<file path="config.mk">
export PLATFORM = sky130hd
export DESIGN_NAME = seven_seg_scan_ctrl
export DESIGN_NICKNAME = d
export VERILOG_FILES = /design/src/rtl/disp_pkg.sv /design/src/rtl/scan_timebase.sv /design/src/rtl/seven_seg_scan_ctrl.sv
export SDC_FILE = /design/constraint.sdc
export NUM_CORES = 1
export LEC_CHECK = 0
export CAP_MARGIN = 20
export CORE_AREA = 2 2 104 106
export DETAILED_ROUTE_END_ITERATION = 12
export DIE_AREA = 0 0 106 108
export GPL_TIMING_DRIVEN = 1
export PLACE_DENSITY = 0.82
export SETUP_SLACK_MARGIN = 0.02
export SLEW_MARGIN = 20
export SYNTH_ARGS = -nofsm -noshare
export SYNTH_HDL_FRONTEND = slang
export SYNTH_SLANG_ARGS = --single-unit
export TNS_END_PERCENT = 1
</file>
<file path="constraint.sdc">
create_clock -name clk_in -period 3.32 [get_ports clk_in]
set_input_delay 0.498 -clock clk_in [delete_from_list [all_inputs] [get_ports clk_in]]
set_output_delay 0.498 -clock clk_in [all_outputs]
set_load 0.005 [all_outputs]
</file>
<file path="src/rtl/disp_pkg.sv">
// Shared types and constants for the seven-segment scan controller.
package disp_pkg;
    localparam int NIB_W      = 4;
    localparam int PWM_PHASES = 16;

    typedef logic [2:0]       digit_idx_t;
    typedef logic [NIB_W-1:0] nibble_t;
    typedef logic [3:0]       bright_t;
endpackage

</file>
<file path="src/rtl/scan_timebase.sv">
// Slot/phase/digit counters for the display scan; emits slot and frame end strobes.
module scan_timebase
    import disp_pkg::*;
#(
    parameter int N_DIGITS    = 8,
    parameter int REFRESH_DIV = 100000
) (
    input  logic       clk_in,
    input  logic       reset,
    output logic [3:0] phase,
    output logic [2:0] digit_idx,
    output logic       slot_end,
    output logic       frame_end
);
    localparam int CNT_W     = $clog2(REFRESH_DIV);
    localparam int PHASE_LEN = REFRESH_DIV / PWM_PHASES;
    localparam int SUB_W     = $clog2(PHASE_LEN);

    logic [CNT_W-1:0] slot_cnt;
    logic [SUB_W-1:0] sub_cnt;
    logic             phase_end;

    assign slot_end  = (slot_cnt == CNT_W'(REFRESH_DIV - 1));
    assign phase_end = (sub_cnt == SUB_W'(PHASE_LEN - 1));
    assign frame_end = slot_end && (digit_idx == 3'(N_DIGITS - 1));

    // phase is tracked by a sub-counter so REFRESH_DIV/16 need not be a power of two
    always_ff @(posedge clk_in or negedge reset) begin
        if (!reset) begin
            slot_cnt  <= '0;
            sub_cnt   <= '0;
            phase     <= '0;
            digit_idx <= '0;
        end else if (slot_end) begin
            slot_cnt  <= '0;
            sub_cnt   <= '0;
            phase     <= '0;
            digit_idx <= frame_end ? 3'd0 : digit_idx + 3'd1;
        end else begin
            slot_cnt <= slot_cnt + CNT_W'(1);
            if (phase_end) begin
                sub_cnt <= '0;
                phase   <= phase + 4'd1;
            end else begin
                sub_cnt <= sub_cnt + SUB_W'(1);
            end
        end
    end
endmodule

</file>
<file path="src/rtl/seven_seg_scan_ctrl.sv">
// Multiplexed 7-seg scan scheduler: tear-free value/config updates, PWM dimming,
// leading-zero blanking and a one-cycle ghosting guard at each slot start.
module seven_seg_scan_ctrl
    import disp_pkg::*;
#(
    parameter int N_DIGITS    = 8,
    parameter int REFRESH_DIV = 100000,
    parameter int BRIGHT_W    = 4
) (
    input  logic                      clk_in,
    input  logic                      reset,
    input  logic [NIB_W*N_DIGITS-1:0] upd_value,
    input  logic                      upd_valid,
    output logic                      upd_ready,
    input  logic [N_DIGITS-1:0]       en_mask,
    input  logic [BRIGHT_W-1:0]       brightness,
    input  logic                      blank_lz,
    output logic [3:0]                digit_nib,
    output logic [2:0]                digit_sel,
    output logic [N_DIGITS-1:0]       an,
    output logic                      frame_start
);
    localparam int VAL_W = NIB_W * N_DIGITS;

    logic [3:0]          phase;
    digit_idx_t          digit_idx;
    logic                slot_end;
    logic                frame_end;
    logic                slot_first;
    logic                frame_entry;
    logic [VAL_W-1:0]    pending_val;
    logic [VAL_W-1:0]    active_val;
    logic [N_DIGITS-1:0] act_mask;
    logic [BRIGHT_W-1:0] act_bright;
    logic                act_blank_lz;
    logic [N_DIGITS-1:0] lz_zero;
    logic                lz_run;
    nibble_t             nib_cur;
    logic [N_DIGITS-1:0] an_next;

    scan_timebase #(
        .N_DIGITS    (N_DIGITS),
        .REFRESH_DIV (REFRESH_DIV)
    ) u_timebase (
        .clk_in    (clk_in),
        .reset     (reset),
        .phase     (phase),
        .digit_idx (digit_idx),
        .slot_end  (slot_end),
        .frame_end (frame_end)
    );

    // Handshake: a transfer happens on any clock where upd_valid && upd_ready.
    // upd_ready is high exactly while the single pending slot is empty; it is
    // refilled-able again only after the frame boundary promotes pending to active.
    always_ff @(posedge clk_in or negedge reset) begin
        if (!reset) begin
            pending_val  <= '0;
            active_val   <= '0;
            upd_ready    <= 1'b1;
            act_mask     <= '1;
            act_bright   <= '1;
            act_blank_lz <= 1'b0;
            slot_first   <= 1'b1;
            frame_entry  <= 1'b1;
        end else begin
            slot_first  <= slot_end;
            frame_entry <= frame_end;
            if (frame_end) begin
                act_mask     <= en_mask;
                act_bright   <= brightness;
                act_blank_lz <= blank_lz;
                if (!upd_ready) begin
                    active_val <= pending_val;
                    upd_ready  <= 1'b1;
                end
            end
            if (upd_valid && upd_ready) begin
                pending_val <= upd_value;
                upd_ready   <= 1'b0;
            end
        end
    end

    // lz_zero[i]: active nibbles i..N_DIGITS-1 are all zero
    always_comb begin
        lz_zero = '0;
        lz_run  = 1'b1;
        nib_cur = '0;
        an_next = '1;
        for (int i = N_DIGITS - 1; i >= 0; i--) begin
            lz_run     = lz_run && (active_val[i*NIB_W +: NIB_W] == '0);
            lz_zero[i] = lz_run;
        end
        for (int i = 0; i < N_DIGITS; i++) begin
            if (digit_idx == 3'(i)) begin
                nib_cur = active_val[i*NIB_W +: NIB_W];
                if (!slot_first && act_mask[i] && (phase <= 4'(act_bright))
                    && !(act_blank_lz && (i != 0) && lz_zero[i])) begin
                    an_next[i] = 1'b0;
                end
            end
        end
    end

    always_ff @(posedge clk_in or negedge reset) begin
        if (!reset) begin
            an          <= '1;
            digit_sel   <= '0;
            digit_nib   <= '0;
            frame_start <= 1'b0;
        end else begin
            an          <= an_next;
            digit_sel   <= digit_idx;
            digit_nib   <= nib_cur;
            frame_start <= frame_entry;
        end
    end
endmodule

</file>
# Word-level counts from Yosys, hierarchy flattened

Index checks and enable logic that the tools add are counted.
W data, S select, Z words.

Flip-flop bits (word level): 133
Word-level logic and storage cells: 120

Add/sub/neg operators: 4
Bitwise operators: 1
Eq/ne operators: 9
Reductions and logical operators: 57
Magnitude comparators: 1
Multiplexer cells: 32

Operators with widths:

| operator                | number |
|---|---|
| $mux W4                 | 10 |
| $logic_and A1 B1 Y1     | 38 |
| $logic_not A4 Y1        | 7 |
| $mux W13                | 2 |
| $mux W1                 | 18 |
| $add A17 B1 Y17 const B | 1 |
| $eq A17 B17 Y1 const B  | 1 |
| $mux W17                | 1 |
| $add A13 B1 Y13 const B | 1 |
| $eq A13 B13 Y1 const B  | 1 |
| $eq A3 B3 Y1 const B    | 4 |
| $logic_not A1 Y1        | 8 |
| $eq A3 B2 Y1 const B    | 2 |
| $add A4 B1 Y4 const B   | 1 |
| $le A4 B4 Y1            | 1 |
| $reduce_bool A2 Y1      | 2 |
| $add A3 B1 Y3 const B   | 1 |
| $eq A3 B1 Y1 const B    | 1 |
| $logic_not A3 Y1        | 1 |
| $mux W3                 | 1 |
| $reduce_and A2 Y1       | 1 |
| $not A1 Y1              | 1 |

# Depth between registers and ports, before layout

Word-level depth: 12
Mapped depth: 8

# Hierarchy

A second synthesis with hierarchy kept.

Cell total of the unflattened synthesis: 429
Area, all modules: 5763.0 um^2

Modules (own cells, without submodules):

| module              | seq. area each (um^2) | area each (um^2) | times used | cells each |
|---|---|---|---|---|
| seven_seg_scan_ctrl | 2431.1                | 3953.8           | 1          | 256 |
| scan_timebase       | 925.9                 | 1809.2           | 1          | 173 |

# Worst setup path after synthesis

No wires, ideal clock.

Path kind: reg-to-reg
Start point: reg u_timebase.slot_cnt[0]
End point: reg act_blank_lz
Clock period less this slack: 1.953 ns
Path slack: 1.367 ns
Setup time: 0.125 ns
Cell stages (with the launch flop): 9
Data arrival time: 1.828 ns
Data required time: 3.195 ns
Cells stage by stage: dfrtp_1 -> ha_1 -> and4_1 -> buf_2 -> and4_1 -> buf_4 -> and2_4 -> buf_4 -> mux2_2

Word-level cells in the longest chain between the ends: 2

Ends and longest elaborated chain:

| element                | RTL line                  | RTL |
|---|---|---|
| start, declared        | scan_timebase.sv:19       | `logic [CNT_W-1:0] slot_cnt;` |
| start signal, assigned | scan_timebase.sv:40       | `slot_cnt <= slot_cnt + CNT_W'(1);` |
| $eq A17 B17 Y1         | scan_timebase.sv:23       | `assign slot_end = (slot_cnt == CNT_W'(REFRESH_DIV - 1));` |
| $logic_and A1 B1 Y1    | scan_timebase.sv:25       | `assign frame_end = slot_end && (digit_idx == 3'(N_DIGITS - 1));` |
| end signal, assigned   | seven_seg_scan_ctrl.sv:72 | `act_blank_lz <= blank_lz;` |
| end, declared          | seven_seg_scan_ctrl.sv:35 | `logic act_blank_lz;` |

Every way passes these cells.
A chain may end at the register's enable or synchronous reset.

# Worst setup path in the final report

Start point: reg u_timebase.slot_cnt[0]
End point: reg active_val[6]

Word-level cells in the longest chain between the ends: 3

Ends and longest elaborated chain:

| element                     | RTL line                  | RTL |
|---|---|---|
| $eq A17 B17 Y1              | scan_timebase.sv:23       |  |
| $logic_and A1 B1 Y1         | scan_timebase.sv:25       |  |
| $reduce_and A2 Y1 (no line) | -                         |  |
| end signal, assigned        | seven_seg_scan_ctrl.sv:74 | `active_val <= pending_val;` |
| end, declared               | seven_seg_scan_ctrl.sv:32 | `logic [VAL_W-1:0] active_val;` |

Every way passes these cells.

==> results_dict.tcl <==
set metrics [dict create \
    outcome "finished clean" \
    ys_warn_count 0 \
    syn_nets 538 \
    hold_buffers 0 \
    postCtsSetupBuffers 0 \
    ys_ff_latch 133 \
    fin_crit_sh_pct 79.0 \
    gp_congestion 0.926 \
    crit_required_ns 3.71 \
    drc_errors 0 \
    nNetsFinal 605 \
    drtPass1Iterations 5 \
    wl_per_cell_um 18.2 \
    maxCapViolCount 0 \
    grt_max_degree 58 \
    cp_max_fo 33 \
    insertion_delay_ns 0.51 \
    worst_setup_path_end_kind "register" \
    final_common_cell "dfrtp_1" \
    io_pins 65 \
    die_area_sq_um 11400 \
    total_power_mw 3.80 \
    placed_area_sq_um 6700 \
    drv_slew 0 \
    clockBufferDepth 2 \
    synth_edf_count 0 \
    grt_remaining_overflow 0 \
    finalHoldViolCount 0 \
    worst_pin_slew_ns 0.759 \
    synthCells 476 \
    hpwl_um 8350 \
    drt-initial-drc-count 351 \
    grt_pass1_wl_um 20700 \
    die_h_um 108 \
    grtUsageTotal_pct 23.6 \
    vias_per_cell 5.83 \
    dieWidth_um 106 \
    leakage_nw 3.31 \
    drive_gt1_share_pct 24.9 \
    skew_ns 0.00736 \
    antenna_cells 0 \
    arrival_ns 3.01 \
    core_sq_um 10200 \
    wl_um 12600 \
    peakVddDrop_mv 0.333 \
    netlist_area_sq_um 5960 \
    rsz0062_at_grt "false" \
    max_slew_margin_pct 49.0 \
    cts_root_buffer "clkbuf_8" \
    startpoint_type "register" \
    yosysSeqAreaShare_pct 56.3 \
    setup_violations 0 \
    worstRegToRegCells 5 \
    detail-route-antenna-nets 0 \
    start_util_pct 58.3 \
    row_count 37 \
    fin_setup_tns_ns 0 \
    synthDistinctLibCells 46 \
    num_vias 4030 \
    postCtsResizedCells 0 \
    utilization_pct 71.7 \
    mostFrequentLayoutCells "dfrtp_1 (110), clkdlybuf4s50_1 (63), mux2_2 (44)" \
    hp-class "in2async" \
    cts_sinks 133 \
    design_area_sq_um 7330 \
    htree_levels 4 \
    synthArstFlopShare_pct 100 \
    synthFlopType "dfrtp_1" \
    avgSynthCellArea_sq_um 12.5 \
    port-buffer-count 64 \
    crit_type "reg2reg" \
    antenna_found_initial 0 \
    powerDensity_nw_per_um2 519 \
    tritoncts "yes" \
    clock.fmax_ghz 0.382 \
    clk_pin_slew_ns 0.06 \
    numCtsBuffers 17 \
    layout_min_cycle_time_ns 2.62 \
    grt_pass1_vias 4149 \
    area_growth_pct 22.9 \
]
per-layer routing:
| metal | track usage [%] | vias up | part of all wire, % |
|---|---|---|---|
| met5 | 0 | - | 0 |
| li1 | - | 1814 | - |
| met2 | 41.0 | 150 | 52 |
| met4 | 10.1 | 0 | 3.0 |
| met1 | 29.4 | 2030 | 41 |
| met3 | 4.04 | 36 | 4.1 |
stage by stage:
step	hold slack (ns)	setup slack [ns]	cells
2_1_floorplan	0.202	1.37	476
5_1_grt	0.0559	0.572	691
6_report	0.0190	0.699	691
3_5_place_dp	0.381	0.783	660
3_3_place_gp	0.381	0.922	660
4_1_cts	0.0235	0.724	691
registers in the layout, summed over array words and instances (netlist names), 3 cells and up:
signal,flops
act_mask,8
u_timebase.slot_cnt,17
an,8
u_timebase.sub_cnt,13
digit_sel,3
act_bright,4
digit_nib,4
pending_val,32
active_val,32
u_timebase.phase,4
u_timebase.digit_idx,3
cell families after synthesis:
logic type	share of synthesized area [%]
muxes	16.0
and+or+nand+nor	13.6
buffers and inverters	2.89
AOI/OAI and AO/OA	4.17
DFF	56.3
xor gates and xnor gates	4.11
adders and majority gates	2.94
power by group:
group          total (mW)  internal, mW  leakage (nW)  switching [mW]
logic               0.136        0.0845          1.32          0.0514
registers            1.70          1.67          1.70          0.0288
clock network        1.97          1.28         0.300           0.691
path summary, 6_finish.rpt:
path / startpoint / endpoint / slack, ns
min reg2reg: frame_entry / frame_start / 0.39
min: reset / u_timebase.sub_cnt[5] / 0.02
max reg2reg: u_timebase.slot_cnt[0] / active_val[6] / 0.70
max: u_timebase.slot_cnt[0] / active_val[6] / 0.70
min in group clk_in: frame_entry / frame_start / 0.39
max in group asynchronous: reset / an[5] / 2.46
cell usage after synthesis (4+ instances only):
cell	n	area, sq um
dfrtp_1	110	2750
nand2_1	33	124
nand3_1	18	90.1
a21oi_1	6	30.0
xor2_1	8	70.1
ha_1	14	175
a221oi_1	4	35.0
mux2_2	44	495
o21ai_0	13	65.1
buf_2	6	30.0
xnor2_1	20	175
nor3_1	4	20.0
nor2_1	39	146
and4_1	4	35.0
a311oi_1	4	35.0
nor4_1	10	62.6
nand4_1	15	93.8
nand2b_1	5	31.3
dfstp_2	23	604
o31ai_1	4	30.0
mux2_4	29	435
and2_1	4	25.0
clkbuf_1	6	22.5
a22oi_1	4	30.0
inv_1	15	56.3
critical path, stage by stage (launching register included):
cell	delay, ns
dfrtp_1	0.38
ha_1	0.25
and4_1	0.34
and4_1	0.45
nand3_4	0.55
mux2_4	0.51
cell type report:
cell class / instances / area, sq um
Sequential cell: 133 / 3360
Fill cell: 667 / 2900
Multi-Input combinational cell: 307 / 2430
Timing Repair Buffer: 68 / 681
Clock buffer: 20 / 455
Clock inverter: 11 / 174
Tap cell: 136 / 170
Inverter: 16 / 60.1
Note: power is estimated with default switching activity, not from simulation.
